===== src/rtl/hazard_pkg.sv =====
// Shared types for the pipeline hazard controller.
// State encoding and forwarding select codes.
package hazard_pkg;

    typedef enum logic [1:0] {
        RUN   = 2'd0,
        DRAIN = 2'd1,
        HALT  = 2'd2
    } state_t;

    localparam logic [1:0] FWD_RF    = 2'd0;
    localparam logic [1:0] FWD_MEMWB = 2'd1;
    localparam logic [1:0] FWD_EXMEM = 2'd2;

    // A load in EX has no data yet, so only MEM/WB may serve it.
    function automatic logic [1:0] fwd_pick(
        input logic live,
        input logic dep_ex,
        input logic ex_ld,
        input logic dep_mem
    );
        logic [1:0] sel;
        sel = FWD_RF;
        if (live && dep_ex && !ex_ld) begin
            sel = FWD_EXMEM;
        end else if (live && dep_mem) begin
            sel = FWD_MEMWB;
        end
        return sel;
    endfunction

endpackage


===== src/rtl/sat_counter.sv =====
// Saturating event counter.
// Holds at all-ones once reached.
module sat_counter #(
    parameter int W = 32
) (
    input  logic         clk,
    input  logic         rst_n,
    input  logic         inc,
    output logic [W-1:0] count
);

    // Count events, sticking at the maximum value.
    always_ff @(posedge clk or negedge rst_n) begin
        if (!rst_n) begin
            count <= '0;
        end else if (inc && (count != '1)) begin
            count <= count + W'(1);
        end
    end

endmodule


===== src/rtl/hazard_ctrl.sv =====
// Hazard controller: load-use stall, branch flush,
// EX forwarding selects and syscall halt/drain.
module hazard_ctrl
    import hazard_pkg::*;
#(
    parameter int CNT_W = 32
) (
    input  logic             clk,
    input  logic             rst_n,
    input  logic             id_valid,
    input  logic             id_r1_used,
    input  logic             id_r2_used,
    input  logic [4:0]       id_rs,
    input  logic [4:0]       id_rt,
    input  logic             ex_valid,
    input  logic             ex_reg_write,
    input  logic             ex_mem_read,
    input  logic [4:0]       ex_rd,
    input  logic             mem_valid,
    input  logic             mem_reg_write,
    input  logic [4:0]       mem_rd,
    input  logic             ex_branch_taken,
    input  logic             ex_halt,
    input  logic             go,
    output logic             pc_stall,
    output logic             if_id_stall,
    output logic             id_ex_bubble,
    output logic             if_id_flush,
    output logic             id_ex_flush,
    output logic [1:0]       fwd_a_sel,
    output logic [1:0]       fwd_b_sel,
    output logic             halted,
    output logic [CNT_W-1:0] stall_cnt,
    output logic [CNT_W-1:0] flush_cnt
);

    state_t state, state_nx;
    logic   drain_cnt, drain_nx;
    logic   inc_stall, inc_flush, fwd_ok;

    logic live_rs, live_rt;
    logic dex_rs, dex_rt, dmem_rs, dmem_rt;
    logic load_use;

    assign live_rs = id_valid & id_r1_used;
    assign live_rt = id_valid & id_r2_used;

    assign dex_rs  = ex_valid & ex_reg_write
                   & (ex_rd == id_rs) & (id_rs != 5'd0);
    assign dex_rt  = ex_valid & ex_reg_write
                   & (ex_rd == id_rt) & (id_rt != 5'd0);
    assign dmem_rs = mem_valid & mem_reg_write
                   & (mem_rd == id_rs) & (id_rs != 5'd0);
    assign dmem_rt = mem_valid & mem_reg_write
                   & (mem_rd == id_rt) & (id_rt != 5'd0);

    assign load_use = ex_mem_read
                    & ((live_rs & dex_rs) | (live_rt & dex_rt));

    // State and drain-cycle registers.
    always_ff @(posedge clk or negedge rst_n) begin
        if (!rst_n) begin
            state     <= RUN;
            drain_cnt <= 1'b0;
        end else begin
            state     <= state_nx;
            drain_cnt <= drain_nx;
        end
    end

    // Next state and Mealy controls; halt > branch > load-use.
    always_comb begin
        state_nx     = state;
        drain_nx     = 1'b0;
        pc_stall     = 1'b0;
        if_id_stall  = 1'b0;
        id_ex_bubble = 1'b0;
        if_id_flush  = 1'b0;
        id_ex_flush  = 1'b0;
        halted       = 1'b0;
        inc_stall    = 1'b0;
        inc_flush    = 1'b0;
        fwd_ok       = 1'b0;
        case (state)
            RUN: begin
                if (ex_halt) begin
                    state_nx    = DRAIN;
                    pc_stall    = 1'b1;
                    if_id_flush = 1'b1;
                    id_ex_flush = 1'b1;
                end else if (ex_branch_taken) begin
                    if_id_flush = 1'b1;
                    id_ex_flush = 1'b1;
                    inc_flush   = 1'b1;
                end else if (load_use) begin
                    pc_stall     = 1'b1;
                    if_id_stall  = 1'b1;
                    id_ex_bubble = 1'b1;
                    inc_stall    = 1'b1;
                end else begin
                    fwd_ok = 1'b1;
                end
            end
            DRAIN: begin
                pc_stall    = 1'b1;
                if_id_flush = 1'b1;
                id_ex_flush = 1'b1;
                drain_nx    = ~drain_cnt;
                if (drain_cnt) begin
                    state_nx = HALT;
                end
            end
            HALT: begin
                pc_stall     = 1'b1;
                if_id_stall  = 1'b1;
                id_ex_bubble = 1'b1;
                halted       = 1'b1;
                if (go) begin
                    state_nx = RUN;
                end
            end
            default: begin
                state_nx = RUN;
            end
        endcase
        if (!rst_n) begin
            pc_stall     = 1'b0;
            if_id_stall  = 1'b0;
            id_ex_bubble = 1'b0;
            if_id_flush  = 1'b0;
            id_ex_flush  = 1'b0;
            halted       = 1'b0;
            inc_stall    = 1'b0;
            inc_flush    = 1'b0;
            fwd_ok       = 1'b0;
        end
    end

    // Forwarding selects, aligned with the consumer's EX cycle.
    always_ff @(posedge clk or negedge rst_n) begin
        if (!rst_n) begin
            fwd_a_sel <= FWD_RF;
            fwd_b_sel <= FWD_RF;
        end else if (fwd_ok) begin
            fwd_a_sel <= fwd_pick(live_rs, dex_rs,
                                  ex_mem_read, dmem_rs);
            fwd_b_sel <= fwd_pick(live_rt, dex_rt,
                                  ex_mem_read, dmem_rt);
        end else begin
            fwd_a_sel <= FWD_RF;
            fwd_b_sel <= FWD_RF;
        end
    end

    sat_counter #(.W(CNT_W)) u_stall_cnt (
        .clk   (clk),
        .rst_n (rst_n),
        .inc   (inc_stall),
        .count (stall_cnt)
    );

    sat_counter #(.W(CNT_W)) u_flush_cnt (
        .clk   (clk),
        .rst_n (rst_n),
        .inc   (inc_flush),
        .count (flush_cnt)
    );

endmodule


===== config.mk =====
export PLATFORM = sky130hd
export DESIGN_NAME = hazard_ctrl
export DESIGN_NICKNAME = d
export VERILOG_FILES = /design/src/rtl/hazard_pkg.sv /design/src/rtl/sat_counter.sv /design/src/rtl/hazard_ctrl.sv
export SDC_FILE = /design/constraint.sdc
export NUM_CORES = 1
export LEC_CHECK = 0
export CELL_PAD_IN_SITES_DETAIL_PLACEMENT = 0
export CELL_PAD_IN_SITES_GLOBAL_PLACEMENT = 2
export CORE_MARGIN = 10
export CORE_UTILIZATION = 33
export DETAILED_ROUTE_END_ITERATION = 10
export HOLD_SLACK_MARGIN = 0.08
export PLACE_DENSITY = 0.89
export RECOVER_POWER = 50
export SYNTH_ARGS = -nofsm -noshare
export SYNTH_HDL_FRONTEND = slang
export SYNTH_HIERARCHICAL = 1
export SYNTH_SLANG_ARGS = --single-unit

===== constraint.sdc =====
create_clock -name clk -period 5.9 [get_ports clk]
set_input_delay 1.475 -clock clk [delete_from_list [all_inputs] [get_ports clk]]
set_output_delay 1.475 -clock clk [all_outputs]
set_load 0.005 [all_outputs]

==> results of run 1 <==
-- worst max-delay path, stage by stage --
cell	delay [ps]
clkdlybuf4s50_1	520
xor2_1	230
or3_1	320
o32a_2	360
o21bai_1	180
clkdlybuf4s50_1	540
-- cell usage in the layout, fill, tap and decap left out, drive strengths merged --
cell            n
a211o           1
a21o            1
a21oi           6
a31oi           2
and2            1
and3            6
and4            8
and4bb          1
clkbuf         13
clkdlybuf4s50  71
clkinv          2
clkinvlp        3
dfrtp          71
diode           1
dlygate4sd3    34
ha              7
inv             5
mux2            4
nand2          41
nand3          32
nand3b          3
nand4          37
nor2           22
nor2b           5
nor3           16
nor4           10
nor4b           4
nor4bb          1
o211ai          4
o21a            2
o21ai           3
o21bai          2
o31ai           2
o32a            1
or3             1
or3b            1
or4             7
xnor2          60
xor2           18
-- through the flow --
step,power (mW),hold slack (ps),setup slack [ps],cells,util
6_report,1.25,416,803,656,0.461
5_1_grt,1.31,428,631,655,0.461
4_1_cts,1.28,420,771,655,0.461
3_5_place_dp,0.756,406,782,639,0.438
3_3_place_gp,0.752,406,837,639,0.438
2_1_floorplan,0.641,389,1840,391,-
-- worst paths after layout --
kind	start	endpoint	slack [ps]
setup / recovery	id_rt[0]	if_id_stall	800
hold / removal	drain_cnt$_DFF_PN0_	drain_cnt$_DFF_PN0_	420
setup reg to reg	state[0]$_DFFE_PN0P_	u_stall_cnt/count[29]$_DFFE_PN0P_	2870
hold reg to reg	drain_cnt$_DFF_PN0_	drain_cnt$_DFF_PN0_	420
max in group asynchronous	rst_n	u_stall_cnt/count[1]$_DFFE_PN0P_	2910
min in group asynchronous	rst_n	state[1]$_DFFE_PN0P_	1010
-- area by class of cell --
class / instances / area, µm² / share of cell area
multi-input cells: 309 / 2210 / 0.399
flip-flops and latches: 71 / 1780 / 0.321
repair buffers: 107 / 1060 / 0.191
clock buffers: 11 / 253 / 0.0456
well taps: 147 / 184 / 0.0332
clock inverters: 5 / 32.5 / 0.00587
inverters: 5 / 18.8 / 0.00339
diodes: 1 / 2.50 / 0.000452
-- sequential cells by signal, summed over array words and instances, names as in the netlist --
name and cells:
fwd_a_sel 2, state 2, fwd_b_sel 2, drain_cnt 1, u_stall_cnt/count 32, u_flush_cnt/count 32
-- metal layers --
metal,share of wire,up-vias
met5,0,-
li1,-,1650
met1,0.42,1656
met4,0.0085,0
met3,0.082,6
met2,0.49,93
-- where the power goes --
group / leakage, nW / switching, mW / internal (mW)
Sequential: 0.983 / 0.0250 / 0.509
Clock: 0.134 / 0.204 / 0.306
Combinational: 1.15 / 0.0944 / 0.111
Total: 2.27 / 0.324 / 0.926
-- logic make-up after synthesis --
group	Yosys count	synth area share
DFF	71	0.438
xor gates and xnor gates	78	0.169
adders and majority gates	7	0.0216
AOI/OAI and AO/OA	24	0.0491
muxes	4	0.0111
buffers and inverters	11	0.0157
and+or+nand+nor	196	0.295
-- Yosys cell counts, drive strengths merged, types with 2 or more instances --
master | number | area (µm²)
a21oi | 6 | 30.0
a31oi | 2 | 12.5
and3 | 6 | 37.5
and4 | 8 | 70.1
buf | 4 | 37.5
clkbuf | 2 | 7.51
dfrtp | 71 | 1780
ha | 7 | 87.6
inv | 5 | 18.8
mux2 | 4 | 45.0
nand2 | 41 | 159
nand3 | 32 | 170
nand3b | 3 | 22.5
nand4 | 37 | 244
nor2 | 22 | 82.6
nor2b | 5 | 31.3
nor3 | 16 | 105
nor4 | 10 | 105
nor4b | 4 | 47.6
o211ai | 4 | 30.0
o21a | 2 | 15.0
o21ai | 3 | 15.0
o21bai | 2 | 26.3
o31ai | 2 | 42.5
or4 | 7 | 78.8
xnor2 | 60 | 526
xor2 | 18 | 158
==> run summary, run 1 <==
die width -> 131 µm
drt initial violations -> 188
Critical Path Source Type -> input pin
Setup TNS -> 0 ps
worst hold path cell count -> 1
Arr. time, crit path -> 3620 ps
TritonCTS clock tree -> done
CTS root buffer -> clkbuf_16
clk_lat worst skew -> 330 ps
FP Rows -> 40
Synth async-reset ratio -> 1.00
Vias -> 3405
hpwl dp -> 8900 µm
Tcrit/Tclk final -> 0.864
CP required -> 4430 ps
status -> complete, but fails checks
measured slew at the worst slew-check pin -> 1740 ps
RSZ-0062 raised after global routing -> false
Peak Freq -> 0.196 GHz
violated checks -> capacitance limit, slew limit
Longest Clk Path Bufs -> 2
gr ovfl total -> 0
Antenna Violating Nets Remaining -> 0
Total GRT Usage -> 0.139
Final Critical Period -> 5100 ps
crit-path max FO -> 4
antenna violations before repair -> 0
Post-CTS Hold Buffers -> 0
count of buffers from port buffering -> 106
largest net degree at the start of global routing -> 72
area grow syn2layout -> 36.7%
Hold WC Path Type -> register to register
CTS Buf Count -> 9
Yosys reg bits -> 71
die area -> 17100 µm²
Final nets -> 543
Max VDD drop -> 0.118 mV
Die Y -> 131 µm
cells on worst reg2reg path -> 10
number of fill cells -> 1169
Post-CTS Resized -> 0
met2 usage -> 0.229
syn_nets -> 431
RePlAce Congestion -> 0.827
Setup Skew -> 3.66 ps
Leakage -> 2.27 nW
core area -> 12000 µm²
TritonCTS Sinks -> 71
average wire per standard cell -> 17.7 µm
drt total wl -> 11600 µm
EDFF count, synth -> 0
IO Count -> 107
drt drc -> 0
post-synthesis sequential area ratio -> 0.438
Via density -> 5.19
max-slew violations -> 72
Initial Utilization -> 0.337
first-pass GRT wire length -> 18600 µm
TritonRoute pass-1 iters -> 4
Fin. Hold Viols -> 0
setup bufs post-CTS -> 0
Yosys Warn Count -> 6
share of layout cells above drive strength 1 -> 0.0965
total of max-cap violations -> 1
Post-Syn Area -> 4050 µm²
Post-synth top flop -> dfrtp_1
Crit. End Element -> output pin
post-synthesis cell type count -> 46
layer carrying the most global-route usage -> met2
headroom to the max-slew limit -> -0.163
placed cell area -> 5260 µm²
M3 GR Usage -> 0.0496
final std cell area, no fill -> 5540 µm²
Mapped Cells -> 391
Pwr Density -> 226 nW/µm²
Reg clk slew, reported paths -> 60 ps
crit path kind -> input pin to output pin
synthesized area per cell -> 10.4 µm²
met1 Track Usage GR -> 0.164
H-tree levels -> 3
number of setup violations in the final report -> 0
vias in the first global route -> 3566
Power figures use the tool's default switching activity.
==> inputs of run 2 (changes only) <==
--- a/config.mk
+++ b/config.mk
@@ -11,4 +11,5 @@
 export CORE_UTILIZATION = 33
 export DETAILED_ROUTE_END_ITERATION = 10
+export GPL_ROUTABILITY_DRIVEN = 0
 export HOLD_SLACK_MARGIN = 0.08
 export PLACE_DENSITY = 0.89
==> constraint.sdc (replaced) <==
create_clock -name clk -period 5.9 [get_ports clk]
set_input_delay 1.77 -clock clk [delete_from_list [all_inputs] [get_ports clk]]
set_output_delay 1.77 -clock clk [all_outputs]
set_load 0.005 [all_outputs]
==> run 2 against run 1 <==
Against the previous run: the flow still finishes with violations (capacitance limit, slew limit); via count increased by 1.5%; clock skew up 1.0 ps; worst hold slack lost 0.88 ps; final cell count increased by 0.15%; critical endpoint is now id_ex_bubble; largest cell class unchanged.
==> run summary, run 2 (synthesized netlist as in run 1, its figures left out) <==
max-slew violations -> 72 (unchanged)
CP cell instances -> clkdlybuf4s50_1 -> nand2_1 -> or3_1 -> o32a_2 -> o21bai_1 -> clkdlybuf4s50_1
Reg clk slew, reported paths -> 60 ps (about the same)
Final nets -> 545 (+0.37%)
final std cell area, no fill -> 5550 µm² (+0.23%)
CP required -> 4130 ps (-300 ps)
status -> complete, but fails checks
die width -> 131 µm (unchanged)
TritonCTS clock tree -> done
Hold WC Path Type -> register to register
Die Y -> 131 µm (unchanged)
Via density -> 5.26 (+1.3%)
r2r setup slk -> 3110 ps (+240 ps)
Hold Path End -> drain_cnt$_DFF_PN0_
Longest Clk Path Bufs -> 2 (unchanged)
most frequent CP cell -> clkdlybuf4s50_1
worst hold start -> drain_cnt$_DFF_PN0_
# diodes -> 0 (-1)
R2R Path End -> u_stall_cnt/count[25]$_DFFE_PN0P_
Vias -> 3455 (+1.5%)
Bufs and invs on worst path -> 2 (unchanged)
Tcrit/Tclk final -> 0.946 (+0.0819)
TritonRoute pass-1 iters -> 4 (unchanged)
Post-CTS Hold Buffers -> 0 (unchanged)
crit-path max cell delay -> 540 ps (about the same)
slowest CP cell -> clkdlybuf4s50_1
drt initial violations -> 193 (+2.7%)
Max VDD drop -> 0.153 mV (+29%)
FP Rows -> 40 (unchanged)
Setup Skew -> 4.66 ps (+1.01 ps)
gr ovfl total -> 0 (unchanged)
crit-path max FO -> 5 (+1)
Peak Freq -> 0.179 GHz (-8.7%)
RSZ-0062 raised after global routing -> false
final core utilization -> 0.462 (+0.00104)
H-tree levels -> 3 (unchanged)
antenna violations before repair -> 0 (unchanged)
clk_lat worst skew -> 330 ps (about the same)
drt total wl -> 11600 µm (-0.23%)
vias in the first global route -> 3509 (-1.6%)
number of setup violations in the final report -> 0 (unchanged)
core area -> 12000 µm² (unchanged)
first-pass GRT wire length -> 18700 µm (+0.48%)
most frequent cells in the layout -> dfrtp_1 (71), clkdlybuf4s50_1 (70), xnor2_1 (60), nand2_1 (39)
Initial Utilization -> 0.337 (unchanged)
violated checks -> capacitance limit, slew limit
Antenna Violating Nets Remaining -> 0 (unchanged)
hpwl dp -> 8910 µm (+0.19%)
FF-to-FF Start -> state[1]$_DFFE_PN0P_
cells on worst reg2reg path -> 10 (unchanged)
crit path kind -> input pin to output pin
IO Count -> 107 (unchanged)
most common cell after layout, fill and taps aside -> dfrtp_1
Setup TNS -> 0 ps (unchanged)
Fin. Hold Viols -> 0 (unchanged)
area grow syn2layout -> 37.0%
count of buffers from port buffering -> 106 (unchanged)
placed cell area -> 5270 µm² (+0.29%)
CTS Buf Count -> 9 (unchanged)
Pwr Density -> 226 nW/µm² (+0.36%)
headroom to the max-slew limit -> -0.182 (-0.0189)
Critical Path Source Type -> input pin
setup bufs post-CTS -> 0 (unchanged)
Post-CTS Resized -> 0 (unchanged)
largest net degree at the start of global routing -> 72 (unchanged)
CTS root buffer -> clkbuf_16
worst hold path cell count -> 1 (unchanged)
drt drc -> 0 (unchanged)
share of layout cells above drive strength 1 -> 0.100 (+0.00354)
Arr. time, crit path -> 3810 ps (+190 ps)
Crit. End Element -> output pin
average wire per standard cell -> 17.6 µm (-0.38%)
total of max-cap violations -> 1 (unchanged)
measured slew at the worst slew-check pin -> 1770 ps (+28.4 ps)
TritonCTS Sinks -> 71 (unchanged)
Crit path max-delay family -> buffers and inverters
die area -> 17100 µm² (unchanged)
Final Critical Period -> 5580 ps (+483 ps)
Leakage -> 2.28 nW (+0.61%)
Total GRT Usage -> 0.140 (+0.00136)
biggest regs -> u_flush_cnt/count: 32 flops, u_stall_cnt/count: 32 flops
-- run 2: cell count changes in the layout (fill, tap and decap cells not counted), sizes merged --
| cell | before | now |
|---|---|---|
| dlygate4sd3 | 34 | 35 |
| diode | 1 | 0 |
| buf | 0 | 2 |
| clkdlybuf4s50 | 71 | 70 |
-- run 2: final cells by class --
type	instances	area, µm²
clock buffer	11	253
clock inverter	5	32.5
fill	1168	6460
inverter	5	18.8
multi-input combinational	309	2210
sequential	71	1780
tap	147	184
timing repair buffer	109	1070
-- run 2: layer usage --
metal | routed length [µm] | GRT usage
met1 | 4950 | 0.170
met2 | 5420 | 0.220
met3 | 867 | 0.0488
met4 | 309 | 0.0615
met5 | 0 | 0
-- run 2: how the worst max path moves through the flow --
| stage | cells past startpoint | endpoint | start | slack, ps |
|---|---|---|---|---|
| 4_1_cts | 6 | id_ex_bubble | ex_valid | 300 |
| 3_3_place_gp | 6 | if_id_stall | ex_valid | 370 |
| 5_1_grt | 6 | id_ex_bubble | id_rt[2] | 210 |
| 3_5_place_dp | 6 | id_ex_bubble | ex_valid | 310 |
| 2_1_floorplan | 5 | if_id_stall | id_rt[0] | 1250 |
| 6_report | 6 | id_ex_bubble | ex_valid | 320 |
-- run 2: power by group --
part / leakage, nW / total [mW] / switching (mW) / internal [mW]
sequential: 0.983 / 0.534 / 0.0246 / 0.509
clock: 0.134 / 0.513 / 0.208 / 0.306
combinational: 1.17 / 0.209 / 0.0979 / 0.112
total: 2.28 / 1.26 / 0.330 / 0.927
-- run 2: stage by stage --
stage / hold WS, ps / instances / power, mW / setup slack [ps]
final: 415 / 657 / 1.26 / 320
after global routing: 426 / 657 / 1.32 / 215
after CTS: 417 / 657 / 1.28 / 302
after detailed placement: 409 / 641 / 0.756 / 310
after global placement: 407 / 641 / 0.753 / 371
after floorplan: 389 / 391 / 0.641 / 1250
-- run 2: worst reg2reg max path, delay by kind of cell, from the launching register on --
kind,cells,cell delay (ps)
compound gates,1,460
xor+xnor,1,160
fa+ha+maj,1,260
buf+inv,1,120
flops,1,400
simple gates,6,1290
